$ cat src/rtl/btn_debounce_strobe.sv
// Button/switch conditioner: 2-FF synchronizer, stability-qualified FSM, and
// registered debounced level with single-cycle rise/fall strobes.
module btn_debounce_strobe #(
  parameter int STABLE_CYCLES = 4,
  parameter int CNT_W         = 4
) (
  input  logic clk,
  input  logic rst,
  input  logic raw_in,
  output logic db_level,
  output logic rise_pulse,
  output logic fall_pulse
);

  typedef enum logic [1:0] {
    LOW,
    WAIT_HIGH,
    HIGH,
    WAIT_LOW
  } state_t;

  localparam logic [CNT_W-1:0] CNT_ONE  = CNT_W'(1);
  localparam logic [CNT_W-1:0] CNT_LAST = CNT_W'(STABLE_CYCLES - 1);

  logic             s1_q, s1_d;
  logic             s2_q, s2_d;
  state_t           state_q, state_d;
  logic [CNT_W-1:0] cnt_q, cnt_d;
  logic             db_level_q, db_level_d;
  logic             rise_q, rise_d;
  logic             fall_q, fall_d;

  // Strobes default low so they last exactly one cycle after an accepting edge.
  always_comb begin
    s1_d       = raw_in;
    s2_d       = s1_q;
    state_d    = state_q;
    cnt_d      = cnt_q;
    db_level_d = db_level_q;
    rise_d     = 1'b0;
    fall_d     = 1'b0;

    case (state_q)
      LOW: begin
        if (s2_q) begin
          state_d = WAIT_HIGH;
          cnt_d   = CNT_ONE;
        end else begin
          cnt_d   = '0;
        end
      end
      WAIT_HIGH: begin
        if (!s2_q) begin
          state_d = LOW;
          cnt_d   = '0;
        end else if (cnt_q == CNT_LAST) begin
          state_d    = HIGH;
          cnt_d      = '0;
          db_level_d = 1'b1;
          rise_d     = 1'b1;
        end else begin
          cnt_d = cnt_q + CNT_ONE;
        end
      end
      HIGH: begin
        if (!s2_q) begin
          state_d = WAIT_LOW;
          cnt_d   = CNT_ONE;
        end
      end
      WAIT_LOW: begin
        if (s2_q) begin
          state_d = HIGH;
          cnt_d   = '0;
        end else if (cnt_q == CNT_LAST) begin
          state_d    = LOW;
          cnt_d      = '0;
          db_level_d = 1'b0;
          fall_d     = 1'b1;
        end else begin
          cnt_d = cnt_q + CNT_ONE;
        end
      end
      default: begin
        state_d = LOW;
        cnt_d   = '0;
      end
    endcase
  end

  always_ff @(posedge clk or negedge rst) begin
    if (!rst) begin
      s1_q       <= 1'b0;
      s2_q       <= 1'b0;
      state_q    <= LOW;
      cnt_q      <= '0;
      db_level_q <= 1'b0;
      rise_q     <= 1'b0;
      fall_q     <= 1'b0;
    end else begin
      s1_q       <= s1_d;
      s2_q       <= s2_d;
      state_q    <= state_d;
      cnt_q      <= cnt_d;
      db_level_q <= db_level_d;
      rise_q     <= rise_d;
      fall_q     <= fall_d;
    end
  end

  assign db_level   = db_level_q;
  assign rise_pulse = rise_q;
  assign fall_pulse = fall_q;

endmodule

$ cat config.mk
export PLATFORM = sky130hd
export DESIGN_NAME = btn_debounce_strobe
export DESIGN_NICKNAME = d
export VERILOG_FILES = /design/src/rtl/btn_debounce_strobe.sv
export SDC_FILE = /design/constraint.sdc
export NUM_CORES = 1
export LEC_CHECK = 0
export BUFFER_PORTS_ARGS = -buffer_cell sky130_fd_sc_hd__buf_2
export CORE_AREA = 4 4 41 43
export DETAILED_ROUTE_END_ITERATION = 10
export DIE_AREA = 0 0 45 47
export MAX_ROUTING_LAYER = met4
export SLEW_MARGIN = 20
export SYNTH_ARGS = -nofsm -noshare
export SYNTH_HDL_FRONTEND = slang
export SYNTH_SLANG_ARGS = --single-unit
$ cat constraint.sdc
create_clock -name clk -period 2.5 [get_ports clk]
set_input_delay 0.5 -clock clk [delete_from_list [all_inputs] [get_ports clk]]
set_output_delay 0.5 -clock clk [all_outputs]
set_load 0.05 [all_outputs]
==> results.md <==
* Drt pass-1 iters at 2
* Area contributors post-synth: dfrtp_1 (56%), nand4bb_4 (5.6%), nand2_1 (3.8%)
* Req. time, crit path at 2000 ps
* Area of the multi-input gates at about 210 µm²
* Gate Count Post-Synth at 40
* Antenna-violating nets left at 0
* Distinct cell type count after synthesis at 22
* Synth Register Bits at 11
* Antenna Cells at 0
* Root Driver: clkbuf_4
* Initial core utilization at 0.378
* R2r setup slk at between 1000 and 1500 ps
* DR WL/cell at 13.0 µm
* Clock Skew at a little over 6 ps
* Worst path bufs/invs at 1
* Vias per Instance at 4.97
* VDD IR max at 0.000320 V
* Max-cap violations at 0
* GRT Total Usage at 0.110
* # rows at 13
* Clock tree sinks at 11
* Synth Cell Area at 492 µm²
* Share of layout cells above drive strength 1 at 0.271
* Final Hold Viols at 0
* Nets at 53
* # hold bufs at CTS at 0
* Worst Max-Slew Pin Slew at ~270 ps
* Fmax at between 0.7 and 0.8 GHz
* Syn Nets at 44
* XOR/XNOR share of the synthesized area at 0.0356
* Largest family of logic cells by synthesized area: simple AND/OR/NAND/NOR gates
* FF+latch area at between 200 and 300 µm²
* Top cell type's share of synthesized area at 0.560
* Antenna violations before repair at 0
* Mux share of post-synthesis cell area at 0
* Routability Congestion at approximately 0.76
* Reg2Reg Depth at 4
* GRT Residual Overflow at 0
* Post-cts sizing count at 0
* Largest net degree at the start of global routing at 12
* Die height at approximately 47 µm
* Detailed Route Iter0 Violations at 1
* DRC viols at 0
* Sequential area share after synthesis at 0.560
* Unrepaired setup endpoints after global routing: no
* # port buffers at 5
* Tmin final at approximately 1400 ps
* DRT Wirelength at around 800 µm
* Post-route setup TNS at 0 ps
* CTS buffer count at 3
* Core ar. at roughly 1300 µm²
* Fillers at between 100 and 150
* DPL Wire Length at between 600 and 700 µm
* H-tree depth at 1
* Simple-Gate Fraction of Synth Area at 0.216
* CTS tree: done
* Slowest cell on the critical path: dfrtp_1
* Synth Area in Compound Gates at 0.140
* Critical R2R Launch: cnt_q[0]
* Startpoint types: flop
* Die area at approximately 2100 µm²
* Slew HR at 0.818
* Final setup fails at 0
* Post-synthesis adder-cell area fraction at 0.0254
* Static Leak at approximately 0.27 nW
* Syn avg cell area at about 12 µm²
* Slew Limit Fails at 0
* Clock-pin slew on the worst setup and hold paths at roughly 70 ps
* CP max stage delay at 370 ps
* # IOs at 6
* Yosys warns at 0
* Total number of vias at ~310
* Hold WS at 81.4 ps
* Power Density at about 930 nW/µm²
* Global-route wire length before repair at approximately 1500 µm
* Die width at around 45 µm
* Post-CTS Setup Bufs at 0
* Clock latency on the worst-skew pair at 270 ps
* Fin crit share at 0.564
* Hold WC Path Type: primary input to async pin
* Max FO, Critical Path at 3
* WS Path Type: flop to output pin
* Run status: finished clean
* Area growth syn-to-layout at 12.7%
* Vias in the first global route at 330
* Top delay family on crit path: flip-flops
* CP endpoint kind: output pin
* Data arrival, critical path at 910 ps
* Worst R2R End: cnt_q[0]
* Crit-path cells: buf_2
* Max clock buf depth at 2
* Area leader, netlist: dfrtp_1
==> registers in the layout (all words and copies together) (netlist names), named ones only <==
register	cells
cnt_q	4
db_level	1
fall_pulse	1
rise_pulse	1
s1_q	1
s2_q	1
state_q	1
==> layer usage <==
layer  global-route usage  vias to the layer above  share of wire
li1                     -                      155              -
met4                0.105                        0          0.033
met1                0.120                      146           0.41
met2                0.155                        8           0.51
met5                    -                        -              0
met3               0.0345                        4          0.048
==> worst max path at each step <==
stage                         from  endpoint  cells past startpoint  slack, ps
final                     db_level  db_level                      1       1090
after detailed placement  cnt_q[0]  cnt_q[0]                      4       1140
after global placement    cnt_q[0]  cnt_q[0]                      4       1200
after CTS                 db_level  db_level                      1       1090
after floorplan           cnt_q[0]  cnt_q[0]                      4       1280
after global routing      cnt_q[0]  cnt_q[0]                      4       1040
==> synth_stat cells <==
cell and number:
nor2_2 1, nand3b_1 1, inv_1 1, buf_4 1
and2_1 1, xor2_1 1, nand2_1 5, dfrtp_1 11
and4bb_1 1, a21boi_1 1, nand3_1 1, a22o_2 1
and2_2 1, nand4bb_4 1, a2111oi_2 1, o22a_1 1
o21ai_0 1, a22o_1 2, nor2_1 4, a21oi_1 1
ha_1 1, xnor2_1 1
==> report_power, final <==
group	internal (mW)	switching, mW
logic	0.0570	0.0674
registers	0.216	0.0560
clock network	0.0618	0.0582
==> layout by cell type, fill, tap and decap left out <==
cell,instances
dfrtp_1,11
nand2_1,5
buf_2,5
nor2_1,4
clkbuf_4,3
a22o_1,2
and4bb_1,1
nand4bb_4,1
nor2_2,1
a21oi_1,1
a2111oi_2,1
a21boi_1,1
o22a_1,1
xor2_1,1
and2_2,1
and2_1,1
inv_1,1
nand3b_1,1
o21ai_0,1
a22o_2,1
nand3_1,1
xnor2_1,1
ha_1,1
clkbuf_1,1
==> final cells by class <==
| type | count | share of cell area |
|---|---|---|
| clock buffers | 4 | 0.0474 |
| inverters | 1 | 0.00677 |
| multi-input cells | 27 | 0.370 |
| flip-flops and latches | 11 | 0.497 |
| well taps | 15 | 0.0339 |
| repair buffers | 5 | 0.0451 |
==> kinds of logic after synthesis <==
group / Yosys count
buffers and inverters: 2
and+or+nand+nor: 16
AOI/OAI and AO/OA: 8
xor gates and xnor gates: 2
DFF: 11
adders and majority gates: 1
==> through the flow <==
stage          power [mW]  setup WS, ps  area [µm²]   util  cells
2_1_floorplan       0.375          1280         492      -     40
5_1_grt             0.562          1040         554  0.426     63
3_5_place_dp        0.404          1140         528  0.406     59
6_report            0.516          1090         554  0.426     63
4_1_cts             0.525          1090         554  0.426     63
3_3_place_gp        0.391          1200         528  0.406     59
Power figures use the tool's default switching activity.
